## config.mk

```make
export PLATFORM = sky130hd
export DESIGN_NAME = seg7_scan_ctrl
export DESIGN_NICKNAME = d
export VERILOG_FILES = /design/src/rtl/seg7_pkg.sv /design/src/rtl/SEG7_LUT.sv /design/src/rtl/seg7_scan_ctrl.sv
export SDC_FILE = /design/constraint.sdc
export NUM_CORES = 1
export LEC_CHECK = 0
export BUFFER_PORTS_ARGS = -buffer_cell sky130_fd_sc_hd__buf_2
export CAP_MARGIN = 15
export CORE_MARGIN = 2
export CORE_UTILIZATION = 50
export DETAILED_ROUTE_END_ITERATION = 8
export PLACE_DENSITY = 0.78
export SYNTH_ARGS = -nofsm -noshare
export SYNTH_HDL_FRONTEND = slang
export SYNTH_HIERARCHICAL = 1
export SYNTH_SLANG_ARGS = --single-unit
```

## constraint.sdc

```tcl
create_clock -name iCLK -period 3 [get_ports iCLK]
set_input_delay 0.45 -clock iCLK [delete_from_list [all_inputs] [get_ports iCLK]]
set_output_delay 0.45 -clock iCLK [all_outputs]
set_load 0.01 [all_outputs]
```

## src/rtl/seg7_pkg.sv

```systemverilog
// Shared definitions for the four-digit multiplexed 7-segment scanner.
//   state_e    : scan FSM states (BLANK dead-time, ON digit driven)
//   NUM_DIGITS : digits in the display
//   SEG_BLANK  : all segments off (active-low)
//   SEG_DASH   : only segment g lit, shown for non-BCD digit values
package seg7_pkg;

    typedef enum logic {
        BLANK = 1'b0,
        ON    = 1'b1
    } state_e;

    localparam int         NUM_DIGITS = 4;
    localparam logic [6:0] SEG_BLANK  = 7'h7F;
    localparam logic [6:0] SEG_DASH   = 7'h3F;

endpackage

```

## src/rtl/SEG7_LUT.sv

```systemverilog
// Hex digit to active-low 7-segment decoder.
//   iDIG : 4-bit digit value
//   oSEG : segments {g,f,e,d,c,b,a}, active-low
module SEG7_LUT (
    input  logic [3:0] iDIG,
    output logic [6:0] oSEG
);

    always_comb begin
        unique case (iDIG)
            4'h0: oSEG = 7'b1000000;
            4'h1: oSEG = 7'b1111001;
            4'h2: oSEG = 7'b0100100;
            4'h3: oSEG = 7'b0110000;
            4'h4: oSEG = 7'b0011001;
            4'h5: oSEG = 7'b0010010;
            4'h6: oSEG = 7'b0000010;
            4'h7: oSEG = 7'b1111000;
            4'h8: oSEG = 7'b0000000;
            4'h9: oSEG = 7'b0011000;
            4'hA: oSEG = 7'b0001000;
            4'hB: oSEG = 7'b0000011;
            4'hC: oSEG = 7'b1000110;
            4'hD: oSEG = 7'b0100001;
            4'hE: oSEG = 7'b0000110;
            4'hF: oSEG = 7'b0001110;
        endcase
    end

endmodule

```

## src/rtl/seg7_scan_ctrl.sv

```systemverilog
// Four-digit multiplexed 7-segment scan controller with frame-aligned
// double buffering. New data is taken into a hold register through a
// ready/load handshake and copied to the displayed shadow register only at
// a frame boundary, so a frame never shows a mix of old and new digits.
//   iCLK, iRST : clock, asynchronous active-high reset
//   iDATA      : four BCD digits, [3:0] is the rightmost digit
//   iLOAD      : load request, taken only while oREADY=1
//   iLZB       : leading-zero blanking enable (live)
//   oREADY     : no load pending
//   oAN        : digit enables, active-low
//   oSEG       : segments, active-low
//   oFRAME     : one-cycle pulse on each frame boundary
module seg7_scan_ctrl
    import seg7_pkg::*;
#(
    parameter int ON_CYC    = 50000,
    parameter int BLANK_CYC = 500
) (
    input  logic        iCLK,
    input  logic        iRST,
    input  logic [15:0] iDATA,
    input  logic        iLOAD,
    input  logic        iLZB,
    output logic        oREADY,
    output logic [3:0]  oAN,
    output logic [6:0]  oSEG,
    output logic        oFRAME
);

    localparam int MAX_CYC = (ON_CYC > BLANK_CYC) ? ON_CYC : BLANK_CYC;
    // Counter only ever reaches MAX_CYC-1; keep at least one bit.
    localparam int CNT_W   = (MAX_CYC > 1) ? $clog2(MAX_CYC) : 1;

    state_e             state_q, state_d;
    logic [CNT_W-1:0]   cnt_q, cnt_d;
    logic [1:0]         dig_q, dig_d;
    logic [15:0]        shadow_q, hold_q;
    logic               pending_q;

    logic               tc;
    logic               frame;
    logic               accept;
    logic [3:0]         cur_dig;
    logic [6:0]         lut_seg;
    logic [NUM_DIGITS-1:0] nz;
    logic               lz_blank;

    assign tc = (state_q == BLANK) ? (cnt_q == CNT_W'(BLANK_CYC - 1))
                                   : (cnt_q == CNT_W'(ON_CYC - 1));
    assign frame  = (state_q == BLANK) && tc && (dig_q == 2'd0);
    assign accept = iLOAD && !pending_q;

    always_comb begin
        state_d = state_q;
        cnt_d   = cnt_q + 1'b1;
        dig_d   = dig_q;
        if (tc) begin
            cnt_d = '0;
            if (state_q == BLANK) begin
                state_d = ON;
            end else begin
                state_d = BLANK;
                dig_d   = dig_q + 2'd1;
            end
        end
    end

    always_ff @(posedge iCLK or posedge iRST) begin
        if (iRST) begin
            state_q   <= BLANK;
            cnt_q     <= '0;
            dig_q     <= '0;
            shadow_q  <= '0;
            hold_q    <= '0;
            pending_q <= 1'b0;
        end else begin
            state_q <= state_d;
            cnt_q   <= cnt_d;
            dig_q   <= dig_d;
            // Commit uses the pending flag from before this edge, so a load
            // accepted in the boundary cycle waits for the next boundary.
            if (frame && pending_q) begin
                shadow_q  <= hold_q;
                pending_q <= 1'b0;
            end else if (accept) begin
                hold_q    <= iDATA;
                pending_q <= 1'b1;
            end
        end
    end

    assign cur_dig = shadow_q[dig_q*4 +: 4];

    SEG7_LUT u_lut (
        .iDIG (cur_dig),
        .oSEG (lut_seg)
    );

    // Digit d>=1 is a leading zero when it and every higher digit are zero.
    always_comb begin
        for (int i = 0; i < NUM_DIGITS; i++) nz[i] = |shadow_q[i*4 +: 4];
        lz_blank = iLZB && (dig_q != 2'd0);
        for (int i = 0; i < NUM_DIGITS; i++) begin
            if (i >= int'(dig_q) && nz[i]) lz_blank = 1'b0;
        end
    end

    // Overrides sit after the decoder so its non-BCD codes never leak out.
    always_comb begin
        oAN  = '1;
        oSEG = SEG_BLANK;
        if (state_q == ON && !lz_blank) begin
            oAN[dig_q] = 1'b0;
            oSEG       = (cur_dig > 4'd9) ? SEG_DASH : lut_seg;
        end
    end

    assign oREADY = !pending_q;
    assign oFRAME = frame;

endmodule

```

# ---- Word level (Yosys, flattened, before mapping)
# Memories as Yosys holds them, arrays and structs flattened.
# Index checks and enable logic that the tools add are counted.
dict set report totals {
  output_inout_bits 13
  mem_count 1
  reg_bits 52
  word_cells 56
  inputBits 20
  rom_bits 112
}
# memory depth word_bits read_ports rd_ports_with_merged_regs wr line_no
set mem_list {}
lappend mem_list {{(no name shown)} 16 7 1 0 0 SEG7_LUT.sv:10} ;# unique case (iDIG)
dict set report classes {
  magnitude_cmp 6
  n_reduce_logical 21
  eq_ne 2
  n_bitwise 3
  addsub 2
  mux 14
  shifts 1
}
# cell count
set op_table {}
lappend op_table {{16-bit by 1-bit adder with 16-bit output, second input constant} 1}
lappend op_table {{16-bit == test, second input constant} 1}
lappend op_table {{16-bit by 9-bit == test with 1-bit output, second input constant} 1}
lappend op_table {{16-bit two-way mux} 1}
lappend op_table {{4-bit OR reduction} 4}
lappend op_table {{16-bit by 5-bit indexed part select with 4-bit output} 1}
lappend op_table {{7-bit two-way mux} 2}
lappend op_table {{1-bit logical AND} 10}
lappend op_table {{1-bit two-way mux} 9}
lappend op_table {{1-bit by 2-bit >= comparator with 1-bit output, first input constant} 2}
lappend op_table {{4-bit greater-than comparator, second input constant} 1}
lappend op_table {{4-bit two-way mux} 1}
lappend op_table {{4-bit NOT} 1}
lappend op_table {{2-bit AND reduction} 2}
lappend op_table {{2-bit nonzero test} 2}
lappend op_table {{2-bit by 3-bit less-than comparator with 1-bit output, second input constant} 1}
lappend op_table {{2-bit by 1-bit adder with 2-bit output, second input constant} 1}
lappend op_table {{1-bit demux with 2-bit select} 1}
lappend op_table {{2-bit by 1-bit >= comparator with 1-bit output, second input constant} 1}
lappend op_table {{2-bit >= comparator, first input constant} 1}
lappend op_table {{1-bit logical NOT} 2}
lappend op_table {{2-bit logical NOT} 1}
lappend op_table {{1-bit NOT} 2}

# ---- Depth between registers and ports, before layout
dict set report logic_depth {
  ltp_word 9
  depth_mapped 8
  depth_no_buf 7
}

# ---- Cells and area by module
# Netlist, hierarchy kept.
# mod seq_area_each_um2 n_inst area_each_um2 cells_each
set by_module_without_submodules {}
lappend by_module_without_submodules {seg7_scan_ctrl 1301.2 1 2468.6 201}
lappend by_module_without_submodules {SEG7_LUT 0.0 1 267.8 35}

# ---- Worst setup path before layout
# Ideal clock, no wire load.
dict set report synth_timing {
  path_kind {register -> output}
  from {register dig_q[1]}
  to {output oSEG[3]}
  path_slack_ps 321
  t_arrival_ps 2229
  t_required_ps 2550
  path_buffers 1
  path_stages_with_launch 8
  cell_sequence {dfrtp_1 > clkbuf_1 > mux4_2 > inv_1 > ha_1 > nor3_1 > a211oi_2 > or2_2}
}
dict set report synth_between {
  elab_cells_between_ends 19
  cone_classes {order compare (4); shift (1); mux (6); reduce/logical (7); memory (1)}
}
# element line_no
set synth_lines {}
lappend synth_lines {{start: declaration} seg7_scan_ctrl.sv:36} ;# logic [1:0] dig_q, dig_d;
lappend synth_lines {{start signal: assignment} seg7_scan_ctrl.sv:79} ;# dig_q <= dig_d;
lappend synth_lines {{16-bit by 5-bit indexed part select with 4-bit output} seg7_scan_ctrl.sv:92} ;# assign cur_dig = shadow_q[dig_q*4 +: 4];
lappend synth_lines {{via cur_dig[1]} seg7_scan_ctrl.sv:43} ;# logic [3:0] cur_dig;
lappend synth_lines {{memory read 16 x 7 bit} n/a}
lappend synth_lines {{via lut_seg[3]} seg7_scan_ctrl.sv:44} ;# logic [6:0] lut_seg;
lappend synth_lines {{7-bit two-way mux} seg7_scan_ctrl.sv:114} ;# oSEG = (cur_dig > 4'd9) ? SEG_DASH : lut_seg;
lappend synth_lines {{7-bit two-way mux} seg7_scan_ctrl.sv:112} ;# if (state_q == ON && !lz_blank) begin
lappend synth_lines {{end: declaration} seg7_scan_ctrl.sv:26} ;# output logic [6:0] oSEG,
# The timed path passes the listed nets, and every way through them passes these cells.

# ---- Worst setup path in the final report
# Same ends and word-level chain as after synthesis.

==> reports/summary.md <==
## Yosys
• multiplexers — dominant combinational cell family by area after synthesis
• 0.002736 mm^2 — Post-Syn Area
• 267 — synthesized net count
• 0.1870 — fraction of synthesized area in multiplexers
• 41 — post-synth cell types
• 0.05030 — adder-cell share of the synthesized area
• 0.1582 — basic-gate share of the synthesized area counting and, or, nand and nor cells
• 11.59 um^2 — synthesized area per cell
• 6 — count of synthesis-stage warnings from yosys
• 52 — flop and latch count out of synthesis
• 236 — number of cells produced by synthesis
• 0.04664 — share of the synthesized area in compound gates (AO/OA/AOI/OAI)
• 0.4755 — sequential-to-total area share from yosys stat
• 0.04801 — xor/xnor cell area share of the yosys netlist

## Final layout
• 13.17% — layout-stage area growth over the synthesis result
• 0.3686 — share of post-route cells with drive strength above 1
• 344 — Layout Cells excl Fill
• 50 x sky130_fd_sc_hd__dfrtp_1, 33 x sky130_fd_sc_hd__mux2_2, 32 x sky130_fd_sc_hd__buf_2 — commonest cells after routing, fill and taps aside
• 0.5950 — utilization after layout
• 0.001354 mm^2 — area of the multi-input gates
• 0.003097 mm^2 — final non-filler cell area
• 304 — count of nets after finishing
• 448 — number of fill cells
• sky130_fd_sc_hd__dfrtp_1 — leading cell type in the layout, fill and taps excluded
• 0 — ant diodes
• 0.001304 mm^2 — sequential cell area

## Setup path
• reg -> out — start-to-end type of the worst setup path
• sky130_fd_sc_hd__mux4_2 — library cell contributing the largest single delay on the critical path
• 2.44 ns — Data arrival, critical path
• 5 — highest fanout seen on the critical path
• output pin — kind of capture point of the worst setup path
• 1 — Critical path buffers and inverters
• mux4_2 > ha_1 > nor2b_1 > nor3_1 > a211oi_2 > or2_2 > buf_2 — cells traversed along the worst timing path
• simple AND/OR/NAND/NOR gates — crit-path leading delay family
• 2.55 ns — Required @ worst endpoint
• 0.58 ns — Largest stage delay, worst path
• register — Worst setup SP type

## Drt
• 5.483 — per-cell via count in the routed design
• met4 — Top Layer Used
• 2440 um — DRT met1 WL
• 2341 um — Met2 Wirelength
• 0 — drc violations
• 4 — Detailed Routing Iterations Pass 1
• 5025 um — wirelength, routed
• 205 um — detailed route wirelength on metal3
• 0 — number of nets with antenna violations after routing
• 1886 — vias after detailed routing
• 14.61 um — detailed-route wire length per cell
• 108 — 1st-iter DRT viols

## Power
• 379.8 mW/mm^2 — power per standard cell area
• 0.001382 uW — static leakage
• 0.3065 mV — worst vdd rail ir drop

## Global routing
• 8542 um — wire length of the first global-routing pass
• 0.1742 — total track usage
• 0 — antenna violations before repair
• 53 — largest net degree at the start of global routing
• 0 — total gr overflow
• 1788 — number of global-route vias before repair

## Clock tree
• 2 — deepest level of the CTS H-tree
• 2 — buffer depth of the longest clock path
• 5 — clock buffers created by TritonCTS
• 52 — clk sinks
• built — TritonCTS clock tree
• sky130_fd_sc_hd__clkbuf_8 — clock root cell
• 0.09 ns — clock-pin transition on the worst setup and hold timing paths
• 0 — post-cts hold buffer count
• 0.29 ns — Worst-Skew Late Latency

## STA
• 0.9619 — Final period util
• 0.1533 ns — Worst Hold Margin
• 0 — hold violation total from the final report
• 0 ns — summed negative setup slack over all endpoints
• no — RSZ-0062 raised after global routing
• 0 — max-slew violation count
• 0.01024 ns — maximum clock skew at final layout
• 0.4971 ns — Worst Tran Pin Value
• 2.886 ns — min Tclk post-route
• 0 — setup-violating endpoint count in the final report
• 0.6591 — Slew Limit Headroom
• 0.3465 GHz — FMAX

## Floorplanning
• 0.5257 — Starting Density
• 77.98 um — height of the die
• 33 — Top Ports
• 26 — num rows
• 0.006081 mm^2 — area of the die
• 77.98 um — Horiz. Die Dim
• 0.005205 mm^2 — placeable core area

## Placed design
• 32 — port buffer count
• 3581 um — HPWL after detailed placement
• 0.002950 mm^2 — dpl cell area
• 0.8474 — weighted congestion reported at the end of routability-driven placement
• 332 — number of cells in the design after placement

## Min path
• in -> async — class of the tightest hold or removal check

## Run status
• completed — status

## Job
• 0 — maximum capacitance violations

final timing paths:
kind                                from          end  slack [ns]  cells after the start
max in group asynchronous           iRST     dig_q[1]        2.31                      3
min in group iCLK               iDATA[4]    hold_q[4]        0.38                      2
worst min-delay path                iRST   hold_q[13]        0.15                      2
worst max register to register  dig_q[1]  shadow_q[5]        0.65                      8
worst max-delay path            dig_q[1]      oSEG[3]        0.11                      7
worst min register to register  cnt_q[0]     cnt_q[0]        0.49                      1
flip-flops by register name, indices dropped and copies added (netlist names):
name and flops:
cnt_q 16, hold_q 16, shadow_q 16, dig_q 2, pending_q 1, state_q 1
report_power, final:
group / leakage [uW] / total, uW / switching (uW) / internal [uW]
combinational: 0.000658 / 52.5 / 22.7 / 29.8
clock: 0.0000456 / 385 / 218 / 167
sequential: 0.000678 / 739 / 13.5 / 725
metal layers:
layer  track usage  vias to the layer above
met1        0.2596                      914
met3       0.02442                        2
met4       0.04912                        0
li1              -                      915
met5             0                        -
met2        0.2672                       55
worst register-to-register path, stage by stage (launching register included):
cell	delay, ns
sky130_fd_sc_hd__dfrtp_2	0.46
sky130_fd_sc_hd__buf_4	0.15
sky130_fd_sc_hd__inv_1	0.07
sky130_fd_sc_hd__ha_1	0.19
sky130_fd_sc_hd__nand2b_1	0.07
sky130_fd_sc_hd__or4_4	0.44
sky130_fd_sc_hd__nor4_4	0.21
sky130_fd_sc_hd__buf_4	0.28
sky130_fd_sc_hd__mux2_2	0.38
cell families (layout without fill, tap and decap cells):
group,after synthesis,count (layout)
compound gates,18,18
xor+xnor,15,15
flops,52,52
fa+ha+maj,11,11
mux,42,42
buf+inv,19,57
simple gates,79,79
cell type report:
| class | count | area share |
|---|---|---|
| clock buffer | 6 | 0.02343 |
| clock inverter | 2 | 0.004444 |
| inverter | 10 | 0.01293 |
| multi-input combinational | 165 | 0.4372 |
| sequential | 52 | 0.4210 |
| tap | 70 | 0.02828 |
| timing repair buffer | 39 | 0.07273 |
through the flow:
stage | power, uW | worst slack, ns
after floorplan | 779.5 | 0.3207
after global placement | 800.4 | 0.2740
after detailed placement | 803.4 | 0.1736
after CTS | 1189 | 0.03423
after global routing | 1231 | 0.01108
final | 1176 | 0.1142
Yosys cell counts:
library cell | n | share of area
sky130_fd_sc_hd__or4_4 | 1 | 0.0041
sky130_fd_sc_hd__o21bai_1 | 1 | 0.0027
sky130_fd_sc_hd__a211oi_1 | 2 | 0.0055
sky130_fd_sc_hd__nor4b_1 | 2 | 0.0064
sky130_fd_sc_hd__buf_1 | 1 | 0.0014
sky130_fd_sc_hd__o21a_1 | 1 | 0.0027
sky130_fd_sc_hd__ha_1 | 11 | 0.050
sky130_fd_sc_hd__clkbuf_1 | 5 | 0.0069
sky130_fd_sc_hd__o2bb2ai_1 | 1 | 0.0032
sky130_fd_sc_hd__or3_1 | 1 | 0.0023
sky130_fd_sc_hd__nor2b_1 | 5 | 0.011
sky130_fd_sc_hd__nand2b_1 | 1 | 0.0023
sky130_fd_sc_hd__a211oi_2 | 1 | 0.0046
sky130_fd_sc_hd__dfrtp_1 | 52 | 0.48
sky130_fd_sc_hd__xor2_1 | 3 | 0.0096
sky130_fd_sc_hd__o22ai_1 | 1 | 0.0023
sky130_fd_sc_hd__buf_6 | 3 | 0.012
sky130_fd_sc_hd__inv_1 | 9 | 0.012
sky130_fd_sc_hd__nor4_1 | 6 | 0.014
sky130_fd_sc_hd__xnor2_1 | 12 | 0.038
sky130_fd_sc_hd__o211ai_1 | 2 | 0.0055
sky130_fd_sc_hd__o41ai_1 | 1 | 0.0032
sky130_fd_sc_hd__a22o_1 | 1 | 0.0032
sky130_fd_sc_hd__a21oi_1 | 3 | 0.0055
sky130_fd_sc_hd__nor4_4 | 1 | 0.0078
sky130_fd_sc_hd__nor3_1 | 6 | 0.011
sky130_fd_sc_hd__nand3_1 | 7 | 0.013
sky130_fd_sc_hd__or2_2 | 7 | 0.016
sky130_fd_sc_hd__mux4_2 | 4 | 0.033
sky130_fd_sc_hd__inv_2 | 1 | 0.0014
sky130_fd_sc_hd__mux2_2 | 33 | 0.14
sky130_fd_sc_hd__nand2_1 | 8 | 0.011
sky130_fd_sc_hd__nand2_2 | 1 | 0.0023
sky130_fd_sc_hd__and4b_1 | 1 | 0.0037
sky130_fd_sc_hd__mux2i_1 | 5 | 0.018
sky130_fd_sc_hd__nand4_1 | 4 | 0.0091
sky130_fd_sc_hd__nand4b_1 | 1 | 0.0032
sky130_fd_sc_hd__o21ai_0 | 3 | 0.0055
sky130_fd_sc_hd__or4_1 | 3 | 0.0082
sky130_fd_sc_hd__o31ai_1 | 1 | 0.0027
sky130_fd_sc_hd__nor2_1 | 24 | 0.033
repair_timing:
item | CTS | global route
hold endpoints to repair | 0 | 0
setup buffers | 2 | 1
setup endpoints to repair | 3 | 6
gates resized for setup | 2 | 4
pin swaps | 0 | 2
No activity file was read; power rests on OpenSTA's default activity.
